===== src/rtl/dma_bus_arbiter.sv =====
// Multi-channel DMA bus arbiter: lends the memory bus from the CPU to one requester for a bounded burst.
// Optional completed-burst statistics counter enabled by defining DMA_GRANT_STATS_EN.
module dma_bus_arbiter #(
    parameter int N_CH      = 2,
    parameter int BURST_LEN = 12,
    parameter int ARB_MODE  = 1,
    parameter int CNT_W     = 8
) (
    input  logic             clk_i,
    input  logic             reset_i,
    input  logic [N_CH-1:0]  br_i,
    input  logic             cpu_idle_i,
    output logic [N_CH-1:0]  bg_o,
    output logic             dma_owns_o,
    output logic [2:0]       grant_id_o,
    output logic [CNT_W-1:0] beat_cnt_o,
    output logic             burst_done_o,
    output logic [15:0]      grant_total_o
);

    typedef enum logic [1:0] {IDLE, GRANT, TURN} state_e;

    localparam logic [CNT_W-1:0] LAST_BEAT = CNT_W'(BURST_LEN - 1);

    state_e            state_q, state_d;
    logic [N_CH-1:0]   bg_q, bg_d;
    logic [2:0]        grant_id_q, grant_id_d;
    logic [CNT_W-1:0]  beat_cnt_q, beat_cnt_d;
    logic              burst_done_q, burst_done_d;
    logic [2:0]        ptr_q, ptr_d;

    logic [7:0]        br_pad;
    logic [2:0]        win_id;
    logic [N_CH-1:0]   win_onehot;
    logic              req_ok;
    logic              burst_end;

    assign br_pad    = 8'(br_i);
    assign req_ok    = (|br_i) && cpu_idle_i;
    assign burst_end = (state_q == GRANT) &&
                       ((beat_cnt_q == LAST_BEAT) || !br_pad[grant_id_q]);

    generate
        if (ARB_MODE == 0) begin : g_fixed
            always_comb begin
                win_id = '0;
                for (int i = N_CH - 1; i >= 0; i--) begin
                    if (br_i[i]) win_id = 3'(i);
                end
            end
        end else begin : g_rr
            // Scan downward so the asserted request closest to the pointer wins last.
            always_comb begin
                logic [3:0] idx;
                idx    = '0;
                win_id = '0;
                for (int i = N_CH - 1; i >= 0; i--) begin
                    idx = {1'b0, ptr_q} + 4'(i);
                    if (idx >= 4'(N_CH)) idx = idx - 4'(N_CH);
                    if (br_pad[idx[2:0]]) win_id = idx[2:0];
                end
            end
        end
    endgenerate

    for (genvar gi = 0; gi < N_CH; gi++) begin : g_onehot
        assign win_onehot[gi] = (win_id == 3'(gi));
    end

    always_ff @(posedge clk_i) begin
        if (reset_i) state_q <= IDLE;
        else         state_q <= state_d;
    end

    // TURN arbitrates like IDLE so a waiting request is re-granted right after the turnaround.
    always_comb begin
        state_d = state_q;
        case (state_q)
            IDLE, TURN: state_d = req_ok ? GRANT : IDLE;
            GRANT:      if (burst_end) state_d = TURN;
            default:    state_d = IDLE;
        endcase
    end

    always_comb begin
        bg_d         = bg_q;
        grant_id_d   = grant_id_q;
        beat_cnt_d   = beat_cnt_q;
        burst_done_d = 1'b0;
        ptr_d        = ptr_q;
        case (state_q)
            IDLE, TURN: begin
                bg_d = '0;
                if (req_ok) begin
                    bg_d       = win_onehot;
                    grant_id_d = win_id;
                    beat_cnt_d = '0;
                    ptr_d      = (win_id == 3'(N_CH - 1)) ? 3'd0 : win_id + 3'd1;
                end
            end
            GRANT: begin
                if (burst_end) begin
                    bg_d         = '0;
                    burst_done_d = 1'b1;
                end else begin
                    beat_cnt_d = beat_cnt_q + CNT_W'(1);
                end
            end
            default: bg_d = '0;
        endcase
    end

    always_ff @(posedge clk_i) begin
        if (reset_i) begin
            bg_q         <= '0;
            grant_id_q   <= '0;
            beat_cnt_q   <= '0;
            burst_done_q <= 1'b0;
            ptr_q        <= '0;
        end else begin
            bg_q         <= bg_d;
            grant_id_q   <= grant_id_d;
            beat_cnt_q   <= beat_cnt_d;
            burst_done_q <= burst_done_d;
            ptr_q        <= ptr_d;
        end
    end

    assign bg_o         = bg_q;
    assign dma_owns_o   = |bg_q;
    assign grant_id_o   = grant_id_q;
    assign beat_cnt_o   = beat_cnt_q;
    assign burst_done_o = burst_done_q;

`ifdef DMA_GRANT_STATS_EN
    logic [15:0] grant_total_q, grant_total_d;

    always_comb begin
        grant_total_d = grant_total_q;
        if (burst_done_q && (grant_total_q != 16'hFFFF))
            grant_total_d = grant_total_q + 16'd1;
    end

    always_ff @(posedge clk_i) begin
        if (reset_i) grant_total_q <= '0;
        else         grant_total_q <= grant_total_d;
    end

    assign grant_total_o = grant_total_q;
`else
    assign grant_total_o = 16'h0000;
`endif

endmodule


===== config.mk =====
export PLATFORM = sky130hd
export DESIGN_NAME = dma_bus_arbiter
export DESIGN_NICKNAME = d
export VERILOG_FILES = /design/src/rtl/dma_bus_arbiter.sv
export SDC_FILE = /design/constraint.sdc
export NUM_CORES = 1
export LEC_CHECK = 0
export BUFFER_PORTS_ARGS = -buffer_cell sky130_fd_sc_hd__buf_2
export CORE_AREA = 3 3 53 55
export DETAILED_ROUTE_END_ITERATION = 16
export DIE_AREA = 0 0 56 58
export GPL_ROUTABILITY_DRIVEN = 1
export GPL_TIMING_DRIVEN = 1
export PLACE_DENSITY_LB_ADDON = 0.12
export SYNTH_ARGS = -nofsm -noshare
export SYNTH_HDL_FRONTEND = slang
export SYNTH_SLANG_ARGS = --single-unit

===== constraint.sdc =====
create_clock -name clk_i -period 1.91 [get_ports clk_i]
set_input_delay 0.0955 -clock clk_i [delete_from_list [all_inputs] [get_ports clk_i]]
set_output_delay 0.0955 -clock clk_i [all_outputs]
set_load 0.01 [all_outputs]

; ---- Word level (Yosys, flattened, before mapping)
; Cells that the tools add are included.
; Widths: inputs -> output; s select.
[totals]
regBits = 19
output_inout_bits = 31
[classes]
addsub = 5
magnitude_cmp = 5
eq_ne = 7
n_mux = 21
bitwise = 1
reduce_logical = 13
[ops]
columns = operator, n
row1 = $mux 8, 2
row2 = $pmux 8 s2, 1
row3 = $mux 3, 5
row4 = $lt 3x4->1 const B, 3
row5 = $bmux 1 s3, 3
row6 = $add 8x1->8 const B, 1
row7 = $eq 8x4->1 const B, 1
row8 = $pmux 2 s2, 2
row9 = $reduce_or 2->1, 4
row10 = $mux 2, 3
row11 = $ne 2x2->1 const B, 3
row12 = $sub 3x2->3 const B, 2
row13 = $mux 1, 5
row14 = $add 3x1->4 const B, 1
row15 = $ge 4x2->1 const B, 1
row16 = $add 3x1->3 const B, 1
row17 = $eq 3x1->1 const B, 1
row18 = $ge 3x2->1 const B, 1
row19 = $logic_not 3->1, 1
row20 = $reduce_and 3->1, 1
row21 = $eq 2x1->1 const B, 1
row22 = $eq 2x2->1 const B, 1
row23 = $logic_and 1x1->1, 2
row24 = $logic_not 2->1, 1
row25 = other kinds (5), 5

; ---- Logic depth before layout (Yosys ltp)
[logic_depth]
ltp_word = 10
mapped_depth = 7
mapped_depth_nobuf = 7

; ---- Worst setup path after synthesis
; No wires, ideal clock.
[synth_path]
path_kind = register to register
start = reg beat_cnt_q[0] (netlist: beat_cnt_o[0])
end = reg beat_cnt_q[3] (netlist: beat_cnt_o[3])
setup_time_ns = 0.128
t_arrival_ns = 1.935
required_time_ns = 1.782
path_slack_ns = -0.153
stages_incl_launch_ff = 8
n_path_buf = 1
period_less_slack_ns = 2.063
cell_sequence = dfxtp_1 -> ha_1 -> or4b_4 -> o311a_4 -> a21oi_4 -> buf_6 -> or3_1 -> a21oi_1
[synth_via]
elab_chain_cells = 5
elab_cells_between_ends = 8
classes_between = add/sub (1) / eq/ne (2) / mux (2) / reduce/logical (3)
[synth_lines]
columns = element, line
row1 = from (decl), 28  ; logic [CNT_W-1:0] beat_cnt_q, beat_cnt_d;
row2 = from (signal assigned), 123  ; beat_cnt_q <= beat_cnt_d;
row3 = "parallel branches: the longest is 5 deep, another holds $add 8x1->8", --
; Several ways; the timed one is not identified. The select of a mux whose other input is x is not followed.
; A chain may end at the register's enable or synchronous reset.

; ---- Worst setup path in the final report
[layout_path]
start = reg beat_cnt_q[1] (netlist: beat_cnt_o[1])
end = reg beat_cnt_q[2] (netlist: beat_cnt_o[2])
; The elaborated chain is that of the path after synthesis.

==> flow_metrics.env <==
export IMPL_stdcell_area_sq_um=1250
export IMPL_clock_latency_ps=290
export IMPL_root_buffer="clkbuf_4"
export IMPL_finalSetupTns_ps=0
export IMPL_finalNonFillerCells=179
export IMPL_status="complete, no violations"
export IMPL_synth_edf_count=0
export IMPL_avgSynthCellArea_sq_um=8.73
export IMPL_syn2layout_area_growth_pct=18.1
export IMPL_r2r_slack_ps=30
export IMPL_fin_crit_sh=0.987
export IMPL_cts_sinks=19
export IMPL_die_area_sq_um=3250
export IMPL_fin_nets=160
export IMPL_endpoint_kind="flip-flop"
export IMPL_ys_flop_type="dfxtp_1"
export IMPL_via_per_inst=4.80
export IMPL_grtUsageTotal=0.134
export IMPL_max_cap_violations=0
export IMPL_finalCriticalPeriod_ps=1880
export IMPL_drive_above_1_share=0.302
export IMPL_totalWireLength_mm=2.08
export IMPL_path_max_fanout=5
export IMPL_die_w_um=56
export IMPL_critPathLaunchType="flip-flop"
export IMPL_overflow=0
export IMPL_place_congestion=0.771
export IMPL_finalSetupViolations=0
export IMPL_core_area_sq_um=2430
export IMPL_drtPass1Iterations=4
export IMPL_final_setup_skew_ps=4.52
export IMPL_holdCritPathClass="in2reg"
export IMPL_synthCells=121
export IMPL_grt_pass1_wl_mm=3.48
export IMPL_route_detailed_drc=0
export IMPL_clkTransAtPathRegs_ps=100
export IMPL_fmax_mhz=531
export IMPL_critical_path_required_ps=2090
export IMPL_cts_path_max_buffers=2
export IMPL_synth_seq_area_share=0.360
export IMPL_ys_seq_elements=19
export IMPL_crit_arrival_ps=2060
export IMPL_path_cells="ha_4 > or4b_4 > o311a_4 > a21oi_4 > buf_4 > or3_1 > a21oi_1"
export IMPL_final_common_cell="buf_2"
export IMPL_num_vias=859
export IMPL_p_leak_nw=0.548
export IMPL_io_pins=36
export IMPL_synth_top_cell_by_area="dfxtp_1"
export IMPL_yosysUniqueCellTypes=36
export IMPL_final_hold_viol_count=0
export IMPL_start_util=0.434
export IMPL_holdWs_ps=94.9
export IMPL_vdd_ir_drop_max_uv=412
export IMPL_hpwl_mm=1.57
export IMPL_port_buffers=19
export IMPL_placedCellCount=172
export IMPL_crit_type="reg2reg"
export IMPL_grt_antenna_before_repair=0
export IMPL_layout_common_cells="buf_2 (19), conb_1 (16), dfxtp_1 (16)"
export IMPL_p_per_area_nw_per_um2=591
export IMPL_first_global_vias=818
export IMPL_rows=18
export IMPL_die_h_um=58
export IMPL_synth_area_top_cells="dfxtp_1 (36%), buf_4 (11%), ha_1 (5.9%)"
export IMPL_crit_slowest_cell="or4b_4"
export IMPL_antenna_cells=0
export IMPL_wire_per_inst_um=11.6
export IMPL_drtIter0Drc=23
export IMPL_grt_max_degree=12
export IMPL_slew_viol_final=0
export IMPL_detail_route_antenna_nets=0
export IMPL_synth_top_area_frac=0.360
export IMPL_yosys_warnings=0
export IMPL_numCtsBuffers=3
export IMPL_tritoncts="yes"
export IMPL_max_stage_delay_ps=470
export IMPL_placed_area_sq_um=1170
export IMPL_syn_area_sq_um=1060
export IMPL_rsz0062_at_grt="yes"
export IMPL_ys_async_sr_fraction=0
export IMPL_htree_num_levels=1
path summary, 6_finish.rpt:
check           startpoint             to  cells after the start
max          beat_cnt_o[1]  beat_cnt_o[2]                      7
min                reset_i  beat_cnt_o[1]                      2
max reg2reg  beat_cnt_o[1]  beat_cnt_o[2]                      7
min reg2reg        bg_o[0]        bg_o[0]                      2
cell usage after synthesis (2+ instances only):
library cell	n
a21oi_1	9
and2_1	2
buf_4	16
clkbuf_1	2
dfxtp_1	19
ha_1	5
inv_1	6
nand2_1	6
nand2b_1	3
nand3_1	4
nor2_1	12
nor3_1	6
o21ai_1	2
o31ai_1	3
or3_1	2
or4_1	3
xnor2_1	2
power by group:
group	internal [mW]	leakage, nW	switching [mW]	total [mW]
registers	0.404	0.156	0.00660	0.411
clock network	0.0811	0.0150	0.116	0.197
logic	0.0547	0.377	0.0750	0.130
total	0.540	0.548	0.198	0.738
repair_timing:
action | CTS | global route
pin swaps | 1 | 1
setup buffers | 3 | 0
setup endpoints to repair | 6 | 10
gates resized for setup | 1 | 5
hold buffers | 0 | 0
final cells by class:
| cell class | instances | area [sq um] |
|---|---|---|
| sequential | 19 | 389 |
| clock buffer | 4 | 26.3 |
| tap | 30 | 37.5 |
| fill | 263 | 1180 |
| inverter | 6 | 22.5 |
| timing repair buffer | 28 | 166 |
| multi-input combinational | 92 | 606 |
registers in the layout, indices dropped and copies added, names as in the netlist:
name,cells
bg_o,2
burst_done_o,1
state_q,2
ptr_q,3
beat_cnt_o,8
grant_id_o,3
critical path, delay by kind of cell, from the launching register on:
kind / cells / cell delay (ps)
AOI/OAI and AO/OA: 3 / 540
and+or+nand+nor: 2 / 560
adders and majority gates: 1 / 130
buffers and inverters: 1 / 150
DFF: 1 / 380
cells by family (layout without fill, tap and decap cells):
logic type,count (synthesis),count (layout),synth area share
xor gates and xnor gates,2,2,0.0166
AOI/OAI and AO/OA,21,21,0.146
DFF,19,19,0.360
buffers and inverters,25,38,0.153
other,1,16,0.00355
and+or+nand+nor,47,47,0.251
adders and majority gates,5,5,0.0592
muxes,1,1,0.0107
metal layers:
layer / wire, um / GRT usage / up-vias
met5: 0 / 0 / -
met4: 19 / 0.0610 / 0
met3: 97 / 0.0245 / 2
met2: 1030 / 0.219 / 20
met1: 930 / 0.174 / 391
li1: - / - / 446
metrics by stage:
step                       util  setup WS [ps]  power (mW)
final                     0.513           25.7       0.738
after global placement    0.481           4.26       0.534
after detailed placement  0.481          -40.9       0.535
after floorplan               -           23.5       0.528
after global routing      0.513          -61.7       0.782
after CTS                 0.505           37.9       0.747
Power figures use the tool's default switching activity.
